$ cat src/rtl/pipe_seq_ctrl.sv
// rtl/pipe_seq_ctrl.sv - pipeline sequencing controller: hazard stall, branch flush, data-memory wait FSM
module pipe_seq_ctrl #(
  parameter int MEM_TIMEOUT = 255,
  parameter int CNT_W       = 16
) (
  input  logic             clk,
  input  logic             rst,
  input  logic [4:0]       id_rs,
  input  logic [4:0]       id_rt,
  input  logic             id_uses_rt,
  input  logic             ex_MemRead,
  input  logic [4:0]       ex_RegDest,
  input  logic             ex_branch_taken,
  input  logic             mem_MemRead,
  input  logic             mem_MemWrite,
  input  logic             dmem_ack,
  output logic             dmem_req,
  output logic             pc_ld,
  output logic             if_id_ld,
  output logic             id_ex_ld,
  output logic             ex_mem_ld,
  output logic             mem_wb_ld,
  output logic             if_id_flush,
  output logic             id_ex_flush,
  output logic             mem_wb_bubble,
  output logic             err,
  output logic [CNT_W-1:0] stall_cnt
);

  typedef enum logic [1:0] {S_RUN, S_WAIT, S_DONE, S_ERR} state_t;

  // Wait counter holds the number of WAIT cycles already completed, so the
  // MEM_TIMEOUT-th WAIT cycle is the one where it equals MEM_TIMEOUT-1.
  localparam logic [15:0] LP_LAST_WAIT = 16'(MEM_TIMEOUT - 1);

  state_t           r_state;
  state_t           w_next;
  logic [15:0]      r_wait_cnt;
  logic             r_err;
  logic [CNT_W-1:0] r_stall_cnt;

  logic w_mem_op;
  logic w_load_use;
  logic w_freeze;
  logic w_timeout;

  assign w_mem_op   = mem_MemRead | mem_MemWrite;
  assign w_load_use = ex_MemRead & (ex_RegDest != 5'd0) &
                      ((ex_RegDest == id_rs) | (id_uses_rt & (ex_RegDest == id_rt)));
  assign w_freeze   = ((r_state == S_RUN) & w_mem_op) | (r_state == S_WAIT) | (r_state == S_ERR);
  assign w_timeout  = (r_wait_cnt == LP_LAST_WAIT);

  assign err       = r_err;
  assign stall_cnt = r_stall_cnt;

  // State register, wait counter, sticky error flag and stall counter
  always_ff @(posedge clk or negedge rst) begin
    if (!rst) begin
      r_state     <= S_RUN;
      r_wait_cnt  <= 16'd0;
      r_err       <= 1'b0;
      r_stall_cnt <= '0;
    end else begin
      r_state <= w_next;
      if (r_state == S_WAIT) begin
        r_wait_cnt <= r_wait_cnt + 16'd1;
      end else begin
        r_wait_cnt <= 16'd0;
      end
      r_err <= (w_next == S_ERR);
      if (!pc_ld && (r_stall_cnt != {CNT_W{1'b1}})) begin
        r_stall_cnt <= r_stall_cnt + {{(CNT_W-1){1'b0}}, 1'b1};
      end
    end
  end

  // Next-state logic; ack wins over timeout in the same WAIT cycle
  always_comb begin
    w_next = r_state;
    case (r_state)
      S_RUN:   if (w_mem_op) w_next = S_WAIT;
      S_WAIT: begin
        if (dmem_ack)       w_next = S_DONE;
        else if (w_timeout) w_next = S_ERR;
      end
      S_DONE:  w_next = S_RUN;
      S_ERR:   w_next = S_ERR;
      default: w_next = S_RUN;
    endcase
  end

  // Pipeline controls: freeze > branch > load-use > normal, all zero in reset
  always_comb begin
    dmem_req      = (r_state == S_WAIT);
    pc_ld         = 1'b1;
    if_id_ld      = 1'b1;
    id_ex_ld      = 1'b1;
    ex_mem_ld     = 1'b1;
    mem_wb_ld     = 1'b1;
    if_id_flush   = 1'b0;
    id_ex_flush   = 1'b0;
    mem_wb_bubble = 1'b0;
    if (w_freeze) begin
      pc_ld         = 1'b0;
      if_id_ld      = 1'b0;
      id_ex_ld      = 1'b0;
      ex_mem_ld     = 1'b0;
      mem_wb_bubble = 1'b1;
    end else if (ex_branch_taken) begin
      if_id_flush   = 1'b1;
      id_ex_flush   = 1'b1;
    end else if (w_load_use) begin
      pc_ld         = 1'b0;
      if_id_ld      = 1'b0;
      id_ex_flush   = 1'b1;
    end
    if (!rst) begin
      dmem_req      = 1'b0;
      pc_ld         = 1'b0;
      if_id_ld      = 1'b0;
      id_ex_ld      = 1'b0;
      ex_mem_ld     = 1'b0;
      mem_wb_ld     = 1'b0;
      if_id_flush   = 1'b0;
      id_ex_flush   = 1'b0;
      mem_wb_bubble = 1'b0;
    end
  end

endmodule

$ cat config.mk
export PLATFORM = sky130hd
export DESIGN_NAME = pipe_seq_ctrl
export DESIGN_NICKNAME = d
export VERILOG_FILES = /design/src/rtl/pipe_seq_ctrl.sv
export SDC_FILE = /design/constraint.sdc
export NUM_CORES = 1
export LEC_CHECK = 0
export ABC_AREA = 0
export BUFFER_PORTS_ARGS = -buffer_cell sky130_fd_sc_hd__buf_2
export CAP_MARGIN = 40
export CORE_UTILIZATION = 56
export DETAILED_ROUTE_END_ITERATION = 10
export GPL_ROUTABILITY_DRIVEN = 0
export PLACE_DENSITY_LB_ADDON = 0.05
export SYNTH_ARGS = -nofsm -noshare
export SYNTH_HDL_FRONTEND = slang
export SYNTH_SLANG_ARGS = --single-unit
$ cat constraint.sdc
create_clock -name clk -period 5.8 [get_ports clk]
set_input_delay 0.87 -clock clk [delete_from_list [all_inputs] [get_ports clk]]
set_output_delay 0.87 -clock clk [all_outputs]
set_load 0.01 [all_outputs]
==> reports/summary.txt <==
Cell area after layout = 0.002217 mm²
Clk Latency, worst-skew pair = 0.34 ns
Seq/Total Area, Yosys = 45.66%
Yosys warning count = 0
Detail Placement HPWL = 2727 µm
Die Wd = 60.53 µm
Most instantiated cells after synthesis = 35 x dfrtp_1, 32 x xor2_1, 22 x nor2_1, 13 x nand3_1, 10 x nand2_1
IO Port Bufs = 48
DR WL/cell = 13.08 µm
Avg Cell Area, Syn = 10.42 µm²
Core area = 0.003153 mm²
Cts hold-fix bufs = 0
Mapped cell area = 0.001918 mm²
Net count after synthesis = 210
Post-place instance area = 0.002160 mm²
Post-CTS sizing = 0
Final setup fails = 0
Max cap viols = 0
CTS Root Cell = clkbuf_4
Ports = 49
CP Data Required Time = 4.93 ns
Clock Pin Slew Worst Setup and Hold Paths = 0.10 ns
Minimum clock period = 3.186 ns
Nets = 257
Synth top area cells = dfrtp_1 46%, xor2_1 15%, nor3_2 4.7%, nor2_1 4.3%, nand3_1 3.4%
Initial cell density of the core = 60.83%
H-tree depth = 2
HP Class = reg -> reg
Final slew viol count = 0
Worst Hold Endpoint = stall_cnt[12]
RSZ-0062 raised after global routing = no
Clock Skews = 0.007902 ns
Die area = 0.003663 mm²
Vias in the first global route = 1416
Async S/R FF share, synth = 100.0%
Post-DRT Antenna Nets = 0
Leak = 1.052 nW
Final period util = 54.94%
Initial antenna violation count = 0
Die height = 60.53 µm
Max clock buf depth = 2
Fin Setup TNS = 0 ns
Max Fclk = 0.3138 GHz
Startpoint types = input pin
Synthesized instance count = 184
CP arrival = 2.32 ns
Crit Reg-Reg Endpoint = stall_cnt[1]
R2r worst-path depth = 6
Residual DRC count = 0
Clock Sinks = 35
Vias = 1478
Final hold viol count = 0
Synth Flop Type = dfrtp_1
Distinct cell type count after synthesis = 36
Pin count of the biggest net entering global routing = 41
Worst slew margin = 46.56%
CTS Buf Count = 5
Setup bufs post-CTS = 0
Post-place setup slack = 2.549 ns
Count leader, synth = dfrtp_1
Worst-Margin Slew = 0.8017 ns
Global route total overflow = 0
Yosys reg bits = 35
Layout fillers = 269
R2r setup slk = 3.39 ns
Setup WS post-layout = 2.614 ns
Worst VDD drop = 279.3 µV
First-pass GRT wire length = 5996 µm
HP Start = stall_cnt[12]
Rows = 20
Power density cells = 354.3 mW/mm²
Layout cells sized above 1 = 31.03%
Synthesis-to-layout area growth = 15.59%
ANT cells = 0
Critical path peak fanout = 40
Reg2reg start = stall_cnt[0]
Initial DRT Pass Iterations = 4
TritonCTS clock tree = yes
Post-synth EDFFs = 0
CP endpoint kind = output port
CP Class = in -> out
Area leader, netlist = dfrtp_1
GRT Resource Usage Total = 22.45%
DRT iter0 DRCs = 52
Status = complete, no violations
Total Routed Length = 3609 µm
Hold depth = 1
Drt via density = 5.355
Area share of the largest cell type after synthesis = 45.66%
[kinds of logic (layout without fill, tap and decap cells)]
group	count (synthesis)	in the layout	synth area share [%]
buffers and inverters	11	59	3.392
xor gates and xnor gates	37	37	16.89
AOI/OAI and AO/OA	11	11	4.305
adders and majority gates	3	3	1.957
and+or+nand+nor	86	86	27.20
DFF	35	35	45.66
muxes	1	1	0.5870
[worst max-delay path by stage]
stage               cells past startpoint  slack (ns)  endpoint           from
finish                                  4        2.61  if_id_ld            rst
global route                            4        2.41  if_id_ld            rst
CTS                                     4        2.54  if_id_ld            rst
detailed placement                      4        2.55  if_id_ld            rst
global placement                        4        2.64  if_id_ld            rst
floorplan                               6        2.82     pc_ld  ex_RegDest[4]
[worst max-delay path, stage by stage]
cell and delay (ns):
buf_2 0.61, and2_1 0.31, o31a_4 0.33, buf_2 0.18
[power by group]
part / internal (mW) / switching [mW] / total (mW)
logic: 0.125 / 0.155 / 0.280
registers: 0.308 / 0.0680 / 0.376
clock network: 0.0462 / 0.0835 / 0.130
[through the flow]
stage | std cells | hold WS, ns | util (%) | total power, mW
2_1_floorplan | 184 | 0.4739 | - | 0.5632
3_3_place_gp | 268 | 0.4671 | 68.49 | 0.6529
3_5_place_dp | 268 | 0.4743 | 68.49 | 0.6643
4_1_cts | 276 | 0.4890 | 70.32 | 0.7989
5_1_grt | 276 | 0.5185 | 70.32 | 0.8467
6_report | 276 | 0.4831 | 70.32 | 0.7856
[area by class of cell]
class                           instances  area, µm²  share of cell area [%]
Inverter                                3      11.26                  0.5079
Clock inverter                          3      20.02                  0.9029
Timing Repair Buffer                   48      240.2                   10.84
Sequential cell                        35      875.8                   39.50
Tap cell                               44      55.05                   2.483
Multi-Input combinational cell        138      977.2                   44.07
Clock buffer                            5      37.54                   1.693
[registers in the layout (all words and copies together) (netlist names)]
register,cells
r_state,2
r_wait_cnt,16
stall_cnt,16
err,1
[routing by layer]
| layer | GRT usage, % | wire, µm | up-vias |
|---|---|---|---|
| met5 | 0 | 0 | - |
| met4 | 7.143 | 38 | 0 |
| met3 | 7.249 | 216 | 5 |
| met2 | 38.78 | 1777 | 41 |
| met1 | 26.62 | 1577 | 710 |
| li1 | - | - | 722 |
[cell usage in the layout, fill, tap and decap left out, types with 2 or more instances in the layout]
master,n
a21oi_1,3
and2_1,3
and3_1,8
and4_1,2
buf_2,48
clkbuf_4,5
clkinvlp_4,2
dfrtp_1,35
ha_1,3
inv_1,3
nand2_1,10
nand3_1,13
nand4_1,2
nor2_1,22
nor2b_1,2
nor3_2,9
nor4_2,3
nor4b_2,2
o21ai_0,2
or3_1,3
or4_1,2
xnor2_1,5
xor2_1,32
(Power assumes the default switching activity.)
